===== src/rtl/instr_mem_loader_if.sv =====
// -----------------------------------------------------------------------------
// instr_mem_loader_if
//   Bundles the byte-stream input side and the instruction-memory write side
//   of the loader.
//   master : the environment. It drives i_start, i_rx_data and i_rx_valid and
//            observes the memory write and status outputs.
//   slave  : the loader itself.
//   Signals:
//     i_start       one-cycle pulse that starts a load session
//     i_rx_data     received byte
//     i_rx_valid    one-cycle strobe that qualifies i_rx_data
//     o_mem_wr_en   one-cycle instruction memory write strobe
//     o_mem_addr    word address for the write
//     o_mem_data    instruction word for the write
//     o_busy        a load session is in progress
//     o_done        HALT word written (sticky)
//     o_overflow    memory full without HALT (sticky)
//     o_word_count  words written this session, including HALT
// -----------------------------------------------------------------------------
interface instr_mem_loader_if #(
  parameter int NB_BYTE  = 8,
  parameter int NB_INSTR = 32,
  parameter int NB_ADDR  = 8
);
  logic                i_start;
  logic [NB_BYTE-1:0]  i_rx_data;
  logic                i_rx_valid;
  logic                o_mem_wr_en;
  logic [NB_ADDR-1:0]  o_mem_addr;
  logic [NB_INSTR-1:0] o_mem_data;
  logic                o_busy;
  logic                o_done;
  logic                o_overflow;
  logic [NB_ADDR:0]    o_word_count;

  modport master (
    output i_start, i_rx_data, i_rx_valid,
    input  o_mem_wr_en, o_mem_addr, o_mem_data,
    input  o_busy, o_done, o_overflow, o_word_count
  );

  modport slave (
    input  i_start, i_rx_data, i_rx_valid,
    output o_mem_wr_en, o_mem_addr, o_mem_data,
    output o_busy, o_done, o_overflow, o_word_count
  );
endinterface


===== src/rtl/instr_mem_loader.sv =====
// -----------------------------------------------------------------------------
// instr_mem_loader
//   Packs received bytes, four at a time and first byte as the MSB, into
//   instruction words. It writes each word to instruction memory at
//   consecutive word addresses starting from 0. A session ends in DONE after
//   the HALT word is written. If the last address is written without a HALT
//   word, the session ends in ERROR.
//   Ports:
//     i_clk    system clock, rising edge
//     i_reset  asynchronous reset, active-high
//     bus      instr_mem_loader_if.slave. It carries the byte stream, the
//              memory write and the status outputs. All outputs are
//              registered.
// -----------------------------------------------------------------------------
module instr_mem_loader #(
  parameter int                  NB_BYTE   = 8,
  parameter int                  NB_INSTR  = 4 * NB_BYTE,
  parameter int                  NB_ADDR   = 8,
  parameter logic [NB_INSTR-1:0] HALT_WORD = '1
) (
  input  logic                  i_clk,
  input  logic                  i_reset,
  instr_mem_loader_if.slave     bus
);

  typedef enum logic [2:0] {
    IDLE,
    RECV,
    WRITE,
    DONE,
    ERROR
  } state_t;

  localparam logic [NB_ADDR-1:0] LAST_ADDR = '1;

  state_t              state_q,     state_d;
  logic [NB_ADDR-1:0]  addr_ptr_q,  addr_ptr_d;
  logic [1:0]          byte_cnt_q,  byte_cnt_d;
  logic [NB_INSTR-1:0] shift_q,     shift_d;
  logic                wr_en_q,     wr_en_d;
  logic [NB_ADDR-1:0]  mem_addr_q,  mem_addr_d;
  logic [NB_INSTR-1:0] mem_data_q,  mem_data_d;
  logic                busy_q,      busy_d;
  logic                done_q,      done_d;
  logic                overflow_q,  overflow_d;
  logic [NB_ADDR:0]    word_cnt_q,  word_cnt_d;

  // The register holds every piece of state, so every output is a flop.
  // NOTE: sequential blocks use non-blocking (<=) assignments so that all
  // flops sample the pre-edge values of one another.
  always_ff @(posedge i_clk or posedge i_reset) begin
    if (i_reset) begin
      state_q    <= IDLE;
      addr_ptr_q <= '0;
      byte_cnt_q <= '0;
      shift_q    <= '0;
      wr_en_q    <= 1'b0;
      mem_addr_q <= '0;
      mem_data_q <= '0;
      busy_q     <= 1'b0;
      done_q     <= 1'b0;
      overflow_q <= 1'b0;
      word_cnt_q <= '0;
    end else begin
      state_q    <= state_d;
      addr_ptr_q <= addr_ptr_d;
      byte_cnt_q <= byte_cnt_d;
      shift_q    <= shift_d;
      wr_en_q    <= wr_en_d;
      mem_addr_q <= mem_addr_d;
      mem_data_q <= mem_data_d;
      busy_q     <= busy_d;
      done_q     <= done_d;
      overflow_q <= overflow_d;
      word_cnt_q <= word_cnt_d;
    end
  end

  always_comb begin
    // NOTE: every variable gets its hold value first, so no path through the
    // case below can leave one unassigned and infer a latch.
    state_d    = state_q;
    addr_ptr_d = addr_ptr_q;
    byte_cnt_d = byte_cnt_q;
    shift_d    = shift_q;
    mem_addr_d = mem_addr_q;
    mem_data_d = mem_data_q;
    done_d     = done_q;
    overflow_d = overflow_q;
    word_cnt_d = word_cnt_q;

    unique case (state_q)
      IDLE, DONE, ERROR: begin
        // Bytes are ignored here. Start wins over a byte in the same cycle.
        if (bus.i_start) begin
          addr_ptr_d = '0;
          byte_cnt_d = '0;
          shift_d    = '0;
          word_cnt_d = '0;
          done_d     = 1'b0;
          overflow_d = 1'b0;
          state_d    = RECV;
        end
      end

      RECV: begin
        if (bus.i_rx_valid) begin
          shift_d    = {shift_q[NB_INSTR-NB_BYTE-1:0], bus.i_rx_data};
          byte_cnt_d = byte_cnt_q + 2'd1;
          // On the fourth byte the write registers are loaded directly, so
          // the memory strobe appears one cycle after that byte.
          if (byte_cnt_q == 2'd3) begin
            mem_addr_d = addr_ptr_q;
            mem_data_d = shift_d;
            word_cnt_d = word_cnt_q + (NB_ADDR+1)'(1);
            state_d    = WRITE;
          end
        end
      end

      WRITE: begin
        // byte_cnt has wrapped to 0. A byte arriving now starts the next word.
        if (bus.i_rx_valid) begin
          shift_d    = {shift_q[NB_INSTR-NB_BYTE-1:0], bus.i_rx_data};
          byte_cnt_d = byte_cnt_q + 2'd1;
        end
        if (mem_data_q == HALT_WORD) begin
          done_d  = 1'b1;
          state_d = DONE;
        end else if (addr_ptr_q == LAST_ADDR) begin
          // The pointer never wraps. A full memory ends the session here.
          overflow_d = 1'b1;
          state_d    = ERROR;
        end else begin
          addr_ptr_d = addr_ptr_q + NB_ADDR'(1);
          state_d    = RECV;
        end
      end

      default: state_d = IDLE;
    endcase

    // Strobe and busy follow the next state, so they line up with it once
    // registered.
    wr_en_d = (state_d == WRITE);
    busy_d  = (state_d == RECV) || (state_d == WRITE);
  end

  assign bus.o_mem_wr_en  = wr_en_q;
  assign bus.o_mem_addr   = mem_addr_q;
  assign bus.o_mem_data   = mem_data_q;
  assign bus.o_busy       = busy_q;
  assign bus.o_done       = done_q;
  assign bus.o_overflow   = overflow_q;
  assign bus.o_word_count = word_cnt_q;

endmodule

===== src/flat_wrapper.sv =====
// flat-port wrapper written by rule: the top's interface ports become plain ports
module instr_mem_loader_flat 
#(
  parameter int                  NB_BYTE   = 8,
  parameter int                  NB_INSTR  = 4 * NB_BYTE,
  parameter int                  NB_ADDR   = 8,
  parameter logic [NB_INSTR-1:0] HALT_WORD = '1
)
  (i_clk, i_reset, bus_i_start, bus_i_rx_data, bus_i_rx_valid, bus_o_mem_wr_en, bus_o_mem_addr, bus_o_mem_data, bus_o_busy, bus_o_done, bus_o_overflow, bus_o_word_count);
  instr_mem_loader_if #(.NB_BYTE(NB_BYTE), .NB_INSTR(NB_INSTR), .NB_ADDR(NB_ADDR)) bus_i ();
  input  logic i_clk;
  input  logic i_reset;
  input wire logic [$bits(bus_i.i_start)-1:0] bus_i_start;
  input wire logic [$bits(bus_i.i_rx_data)-1:0] bus_i_rx_data;
  input wire logic [$bits(bus_i.i_rx_valid)-1:0] bus_i_rx_valid;
  output wire logic [$bits(bus_i.o_mem_wr_en)-1:0] bus_o_mem_wr_en;
  output wire logic [$bits(bus_i.o_mem_addr)-1:0] bus_o_mem_addr;
  output wire logic [$bits(bus_i.o_mem_data)-1:0] bus_o_mem_data;
  output wire logic [$bits(bus_i.o_busy)-1:0] bus_o_busy;
  output wire logic [$bits(bus_i.o_done)-1:0] bus_o_done;
  output wire logic [$bits(bus_i.o_overflow)-1:0] bus_o_overflow;
  output wire logic [$bits(bus_i.o_word_count)-1:0] bus_o_word_count;
  assign bus_i.i_start = bus_i_start;
  assign bus_i.i_rx_data = bus_i_rx_data;
  assign bus_i.i_rx_valid = bus_i_rx_valid;
  assign bus_o_mem_wr_en = bus_i.o_mem_wr_en;
  assign bus_o_mem_addr = bus_i.o_mem_addr;
  assign bus_o_mem_data = bus_i.o_mem_data;
  assign bus_o_busy = bus_i.o_busy;
  assign bus_o_done = bus_i.o_done;
  assign bus_o_overflow = bus_i.o_overflow;
  assign bus_o_word_count = bus_i.o_word_count;
  instr_mem_loader #(.NB_BYTE(NB_BYTE), .NB_INSTR(NB_INSTR), .NB_ADDR(NB_ADDR), .HALT_WORD(HALT_WORD)) u_core (.i_clk(i_clk), .i_reset(i_reset), .bus(bus_i));
endmodule

===== config.mk =====
export PLATFORM = sky130hd
export DESIGN_NAME = instr_mem_loader_flat
export DESIGN_NICKNAME = d
export VERILOG_FILES = /design/src/rtl/instr_mem_loader_if.sv /design/src/rtl/instr_mem_loader.sv /design/src/flat_wrapper.sv
export SDC_FILE = /design/constraint.sdc
export NUM_CORES = 1
export LEC_CHECK = 0
export CAP_MARGIN = 5
export CORE_AREA = 2 2 104 106
export DETAILED_ROUTE_END_ITERATION = 16
export DIE_AREA = 0 0 106 108
export GPL_ROUTABILITY_DRIVEN = 1
export PLACE_DENSITY = 0.56
export SKIP_CTS_REPAIR_TIMING = 1
export SYNTH_ARGS = -nofsm -noshare
export SYNTH_HDL_FRONTEND = slang
export SYNTH_SLANG_ARGS = --single-unit

===== constraint.sdc =====
create_clock -name i_clk -period 3 [get_ports i_clk]
set_clock_uncertainty 0.15 [all_clocks]
set_input_delay 0.3 -clock i_clk [delete_from_list [all_inputs] [get_ports i_clk]]
set_output_delay 0.3 -clock i_clk [all_outputs]
set_load 0.03 [all_outputs]

; After elaboration in Yosys (flattened, before gate mapping)
; Cells that the tools add are included.
; W data, S select, Z words.
[classes]
addsub = 3
reduce_logical = 13
n_mux = 26
n_eq_ne = 17
[op_table]
columns = operator, n
row1 = $mux W24, 2
row2 = $pmux W24 S2, 1
row3 = $eq A32 B32 Y1 const B, 1
row4 = $mux W9, 3
row5 = $mux W8, 3
row6 = $pmux W9 S2, 1
row7 = $pmux W8 S2, 1
row8 = $mux W3, 5
row9 = $reduce_and A4 Y1, 3
row10 = $add A9 B1 Y9 const B, 1
row11 = $eq A3 B2 Y1 const B, 3
row12 = $pmux W3 S3, 1
row13 = $reduce_and A3 Y1, 3
row14 = $add A8 B1 Y8 const B, 1
row15 = $eq A8 B8 Y1 const B, 1
row16 = $ne A2 B1 Y1 const B, 4
row17 = $ne A2 B2 Y1 const B, 4
row18 = $eq A3 B1 Y1 const B, 2
row19 = $reduce_bool A2 Y1, 3
row20 = $mux W1, 4
row21 = $mux W2, 2
row22 = $pmux W1 S2, 2
row23 = $pmux W2 S2, 1
row24 = $eq A3 B3 Y1 const B, 1
row25 = other kinds (6), 6
[word_totals]
input_bits = 12
out_inout_bits = 53
regBits = 90

; Depth between registers and ports, before layout
; Gate-level depths: netlist (run 1).
[depth]
ltp_word = 6
mapped_depth = 8
ltp_nobuf = 6

; Worst setup path before layout (run 1)
; No wires, ideal clock.
[synth_timing]
kind = register to register
startpoint = register u_core.state_q[0]
endpoint = register u_core.addr_ptr_q[7]
arrival_ps = 1820
n_path_buf = 1
synth_period_minus_slack_ps = 2048
path_stages_with_launch = 7
path_slack_ps = 952
cell_sequence = dfrtp_1 buf_2 or3b_4 a41oi_4 nand4_4 or4_1 a21oi_1
[synth_via]
elab_chain_len = 4
elab_cells_between_ends = 11
classes_between = eq/ne (6) / mux (1) / reduce/logical (4)
[synth_lines]
columns = item, line
row1 = from (decl), instr_mem_loader.sv:36  ; state_t state_q, state_d;
row2 = from (signal assigned), instr_mem_loader.sv:65  ; state_q <= state_d;
row3 = $eq A3 B2 Y1 (tied with other cells), instr_mem_loader.sv:92  ; unique case (state_q)
row4 = $reduce_or A3 Y1, instr_mem_loader.sv:92
row5 = $ne A2 B2 Y1 (no line) or $reduce_bool A2 Y1 (tied branches), -
row6 = $reduce_and A4 Y1 (no line), -
row7 = to (signal assigned), instr_mem_loader.sv:66  ; addr_ptr_q <= addr_ptr_d;
row8 = to (decl), instr_mem_loader.sv:37  ; logic [NB_ADDR-1:0] addr_ptr_q, addr_ptr_d;
; Several ways; a longest one is shown, not always the timed one.
; A chain may end at the register's enable or synchronous reset.

; Worst setup path in the final report (run 1)
[layout_timing]
startpoint = register u_core.state_q[1]
endpoint = register u_core.addr_ptr_q[7]
; Same word-level chain as after synthesis.

==> results.toml, run 1 <==
[outcome]
run_status = "completed"

[critical_path]
path_cells = "or3b_4, a41oi_4, nand4_4, or4_1, a21oi_1"
crit_buf_inv = 0
r2r-end = "u_core.addr_ptr_q[7]"
cp-start-kind = "flop"
path_delay_family = "simple AND/OR/NAND/NOR gates"
path_depth = 5
cpMaxStageDelayCell = "dfrtp_1"
cp_slowest_stage_delay_ps = 560
cp.arrival_ps = 2390
path_max_fanout = 12
r2r_cells = 5
worstPathRequired_ps = 3130
r2r-start = "u_core.state_q[1]"
critPathKind = "reg2reg"
r2r_slack_ps = 740
critPathCaptureType = "flop"

[clocking]
clockRootBuffer = "clkbuf_8"
clk_latency_ps = 350
htree_levels = 3
cts_made_buffers = 9
clk_pin_slew_ps = 90
clock_sinks = 90
clk_path_buf_depth = 2
cts_tree = "built"

[global_routing]
grt_pass1_vias = 2748
grt_pass1_wl_mm = 14.1
grt_max_degree = 59
track_usage_pct = 15.7
grt.overflow.total = 0
antenna_found_initial = 0

[die]
fp.dieH_um = 108
fp-row-count = 37
core_area_um2 = 10200
dieArea_um2 = 11400
die_x_um = 106
initial_utilization_pct = 37.6
ioPinCount = 65

[logic_synthesis]
netlist_area_um2 = 3850
synth_top_cell_area_share_pct = 58.5
synth_seq_cells = 90
ys_types = 45
synth-main-ff-cell = "dfrtp_1"
syn-num-nets = 382
synthCells = 367
synth_area_leaders = "dfrtp_1 59%, o21ai_0 6.9%, mux2_2 5.0%"
ys_warn_count = 0
syn_avg_cell_area_um2 = 10.5
ys_async_sr_fraction_pct = 100
synth_edf_count = 0
synth_top_cell_by_area = "dfrtp_1"
yosysSeqAreaShare_pct = 58.5

[sta]
hold_ws_ps = 166
fin_setup_tns_ps = 0
setup_violations = 0
report.final.slew_viol_count = 0
rsz0062_at_grt = "false"
fin_crit_ps = 2260
slew-limit-headroom_pct = 59.8
hold_viol_final = 0
fmax_ghz = 0.442
worst_slew_pin_slew_ps = 603
fin_crit_sh_pct = 75.3

[pwr]
p_per_area_nw_per_um2 = 944
p_leak_nw = 2.14
power.total_mw = 4.59
peakVddDrop_uv = 512

[routing]
vias_per_cell = 5.06
ant_nets = 0
via_count = 2866
route.detailed.drc = 0
initialDrtViolationCount = 108
routed_wl_mm = 8.41
drt-pass1-iter-count = 4
post_drt_wl_per_cell_um = 14.9

[placed_design]
dp_hpwl_mm = 5.82
gp_congestion = 0.765
dp_cells = 550
io_buffer_count = 64
placed_area_um2 = 4640

[worst_hold_path]
hp-class = "in2async"

[final_layout]
mostFrequentLayoutCell = "dfrtp_1"
layout_common_cells = "90 x dfrtp_1, 64 x clkdlybuf4s50_1, 53 x o21ai_0, 39 x nand2_1, 29 x nand3_1"
diodes = 0
final_layout_size_suffix_gt1_share_pct = 10.2
final_net_count = 440
fin_area_um2 = 4860
layout.cells.non_filler = 566
fillers = 977
syn2layout_area_growth_pct = 26.2

[job]
drv_cap = 0
cells by family after synthesis:
logic type | Yosys count | synth area share, %
AND/OR/NAND/NOR | 114 | 15.1
flip-flops | 90 | 58.5
AO/OA/AOI/OAI | 84 | 13.3
buffers and inverters | 51 | 5.23
multiplexers | 19 | 5.49
XOR/XNOR | 6 | 1.37
adder cells (fa/ha/maj) | 3 | 0.975
per-layer routing:
metal / vias to the layer above / part of all wire, % / track usage, %
li1: 1398 / - / -
met1: 1404 / 45 / 20.9
met2: 56 / 49 / 25.5
met3: 8 / 4.5 / 4.64
met4: 0 / 0.98 / 3.67
met5: - / 0 / 0
final cells by class:
cell class | instances | area, um^2 | share of cell area [%]
well taps | 136 | 170 | 3.50
flip-flops and latches | 90 | 2250 | 46.4
clock buffers | 10 | 128 | 2.63
inverters | 29 | 110 | 2.27
multi-input cells | 226 | 1410 | 28.9
clock inverters | 6 | 88.8 | 1.83
repair buffers | 69 | 703 | 14.5
cell usage after synthesis, types with 2 or more instances:
library cell,number
xor2_1,5
mux2_2,17
ha_1,3
and3_1,2
inv_1,29
or4_1,2
o31ai_1,6
nor4_1,2
and2_1,2
nor2_1,11
mux2i_1,2
nand2_1,39
clkbuf_1,17
o21ai_0,53
a21oi_1,6
nand2b_1,3
o211ai_1,6
nor2b_1,2
buf_1,2
dfrtp_1,90
nand3_1,30
nand4_1,12
o2111ai_1,2
and4_1,3
registers in the layout, indices dropped and copies added (netlist names):
signal / count
u_core.addr_ptr_q: 8
u_core.bus.o_word_count: 9
u_core.byte_cnt_q: 2
u_core.bus.o_done: 1
u_core.bus.o_mem_wr_en: 1
u_core.state_q: 3
u_core.shift_q: 24
u_core.bus.o_overflow: 1
u_core.bus.o_busy: 1
u_core.bus.o_mem_addr: 8
u_core.bus.o_mem_data: 32
per-stage QoR:
stage	setup WS [ps]	util, %
3_3_place_gp	724	45.4
4_1_cts	762	47.5
2_1_floorplan	215	-
3_5_place_dp	660	45.4
5_1_grt	617	47.5
6_report	740	47.5
power by group:
group          switching (mW)  internal, mW
clock                   0.431         0.471
sequential              0.278          1.60
combinational            1.10         0.708
total                    1.81          2.78
worst max-delay path by stage:
stage / from / end
after floorplan: i_reset / u_core.addr_ptr_q[0]
after global placement: bus_i_start / u_core.bus.o_word_count[7]
after detailed placement: bus_i_start / u_core.bus.o_word_count[7]
after CTS: u_core.bus.o_mem_data[5] / u_core.addr_ptr_q[0]
after global routing: u_core.bus.o_mem_data[10] / u_core.addr_ptr_q[2]
final: u_core.state_q[1] / u_core.addr_ptr_q[7]
worst register-to-register path, cell delays in order, from the launching register on:
cell     delay, ps
dfrtp_1        560
or3b_4         480
a41oi_4        250
nand4_4        160
or4_1          430
a21oi_1        160
Power figures use the tool's default switching activity.
==> run 2: changes to the inputs <==
--- a/config.mk
+++ b/config.mk
@@ -10,7 +10,7 @@
 export DETAILED_ROUTE_END_ITERATION = 16
 export DIE_AREA = 0 0 106 108
 export GPL_ROUTABILITY_DRIVEN = 1
-export PLACE_DENSITY = 0.56
+export PLACE_DENSITY = 0.58
 export SKIP_CTS_REPAIR_TIMING = 1
 export SYNTH_ARGS = -nofsm -noshare
 export SYNTH_HDL_FRONTEND = slang
==> constraint.sdc (replaced) <==
create_clock -name i_clk -period 1.89 [get_ports i_clk]
set_clock_uncertainty 0.15 [all_clocks]
set_input_delay 0.189 -clock i_clk [delete_from_list [all_inputs] [get_ports i_clk]]
set_output_delay 0.189 -clock i_clk [all_outputs]
set_load 0.03 [all_outputs]
==> run 2 against run 1 <==
  * The run now ends with negative setup slack left
  * Non-clock buffer count up 31
  * Sequential power rose by 56%
  * Sequential share of layout area decreased by 2.5 points
  * Maximum frequency grew 18%
  * Clock-buffer cell count up 1
  * Register-to-register slack got worse by 760 ps
  * Critical path depth unchanged
  * Hold slack lost 46 ps
  * Sequential cell count is the same
==> results.toml, run 2 (synthesis gave the netlist of run 1 again) <==
[critical_path]
path_max_fanout = 4
cp_slowest_stage_delay_ps = 420
worstPathRequired_ps = 2020
cp-start-kind = "flop"
crit_buf_inv = 0
path_cells = "or3b_4, a41oi_4, nand4_4, or4_1, a21oi_1"
path_depth = 5
r2r_cells = 5
cp.arrival_ps = 2040
path_delay_family = "simple AND/OR/NAND/NOR gates"
critPathKind = "reg2reg"
cpMaxStageDelayCell = "or4_1"
critPathCaptureType = "flop"

[sta]
fin_crit_sh_pct = 101
rsz0062_at_grt = "true"
report.final.slew_viol_count = 0
worst_slew_pin_slew_ps = 518
setup_violations = 2
fmax_ghz = 0.524
slew-limit-headroom_pct = 65.5
hold_viol_final = 0
fin_crit_ps = 1910
timing.final.ws_setup_ps = -17.9

[die]
ioPinCount = 65
fp-row-count = 37
core_area_um2 = 10200
fp.dieH_um = 108
dieArea_um2 = 11400
initial_utilization_pct = 37.6
die_x_um = 106

[routing]
ant_nets = 0
post_drt_wl_per_cell_um = 14.7
routed_wl_mm = 8.80
via_count = 3040
vias_per_cell = 5.09
drt-pass1-iter-count = 4
route.detailed.drc = 0
initialDrtViolationCount = 101

[pwr]
sw_frac_of_total_pct = 39.2
switching_power_mw = 2.95
combPwrFrac_pct = 42.3
power.total_mw = 7.53
p_leak_nw = 2.39
pwr-share-seq_pct = 39.1
p_int_mw = 4.57
peakVddDrop_uv = 1100
clkPwrFrac_pct = 18.6
p_per_area_nw_per_um2 = 1460

[clocking]
cts_made_buffers = 9
clk_path_buf_depth = 2
clk_latency_ps = 360
clock_sinks = 90
htree_levels = 3
clockRootBuffer = "clkbuf_8"
cts_tree = "built"
clk_pin_slew_ps = 100

[global_routing]
grt_pass1_wl_mm = 14.7
grt_max_degree = 91
track_usage_pct = 16.3
grt_pass1_vias = 2951
grt.overflow.total = 0
antenna_found_initial = 0

[outcome]
run_status = "complete, but fails checks"
violations = "negative setup slack"

[placed_design]
dp_hpwl_mm = 6.07
dp_cells = 579
io_buffer_count = 64
gp_congestion = 0.795

[final_layout]
mostFrequentLayoutCell = "dfrtp_1"
layout_common_cells = "84 x dfrtp_1, 60 x clkdlybuf4s50_1, 53 x o21ai_0, 39 x nand2_1, 32 x buf_4"
layout.cells.non_filler = 597
diodes = 0
final_layout_size_suffix_gt1_share_pct = 18.7
largest_reg_flops = 32
final_net_count = 471
syn2layout_area_growth_pct = 34.0

[worst_hold_path]
hp-class = "in2async"

[job]
drv_cap = 0
==> run 2: cell types whose count changed in the layout (fill, tap and decap cells not counted), moves of 4 or more <==
cell,previous run,this run
dfrtp_1,90,84
clkdlybuf4s50_1,64,60
dfrtp_2,0,6
dlymetal6s2s_1,0,4
buf_4,3,32
==> run 2: routing by layer <==
| metal | up-vias | GRT usage [%] | routed length, um |
|---|---|---|---|
| met5 | - | 0 | 0 |
| met4 | 0 | 4.51 | 104 |
| met3 | 10 | 3.92 | 414 |
| met2 | 63 | 27.6 | 4320 |
| met1 | 1502 | 21.2 | 3960 |
| li1 | 1465 | - | - |
==> run 2: power by group through the flow <==
stage | logic, mW | clock network [mW] | registers, mW
final | 3.18 | 1.40 | 2.94
after global routing | 3.48 | 1.50 | 3.03
after CTS | 3.22 | 1.43 | 2.95
after detailed placement | 3.20 | 0 | 2.99
after global placement | 3.17 | 0 | 2.96
after floorplan | 1.14 | 0 | 3.62
==> run 2: tightest hold or removal path, stage by stage <==
cell,delay [ps]
clkdlybuf4s50_1,440
clkinvlp_4,90
buf_12,350
==> run 2: path summary, 6_finish.rpt <==
| path | startpoint | endpoint | slack, ps |
|---|---|---|---|
| min reg2reg | u_core.bus.o_overflow | u_core.bus.o_overflow | 340 |
| min in group i_clk | bus_i_rx_data[2] | u_core.shift_q[2] | 290 |
| max | u_core.state_q[0] | u_core.addr_ptr_q[7] | -20 |
| max reg2reg | u_core.state_q[0] | u_core.addr_ptr_q[7] | -20 |
| max in group asynchronous | i_reset | u_core.bus.o_mem_data[4] | 1020 |
| min | i_reset | u_core.bus.o_word_count[3] | 120 |
==> run 2: layout make-up <==
cell class / instances / area, um^2
fill: 976 / 5070
sequential: 90 / 2260
multi-input combinational: 226 / 1430
timing repair buffer: 100 / 971
tap: 136 / 170
clock buffer: 11 / 151
inverter: 29 / 113
clock inverter: 5 / 60.1
==> run 2: through the flow <==
step / setup TNS (ps) / cell area [um^2] / setup WS, ps / util (%) / hold slack [ps]
CTS: -552 / 5110 / -97.9 / 49.9 / 183
detailed placement: -269 / 4890 / -59.7 / 47.8 / 322
global placement: -23.0 / 4890 / -14.4 / 47.8 / 317
floorplan: -231 / 3870 / -115 / - / 178
global route: -245 / 5160 / -91.1 / 50.4 / 185
finish: -21.8 / 5160 / -17.9 / 50.4 / 120
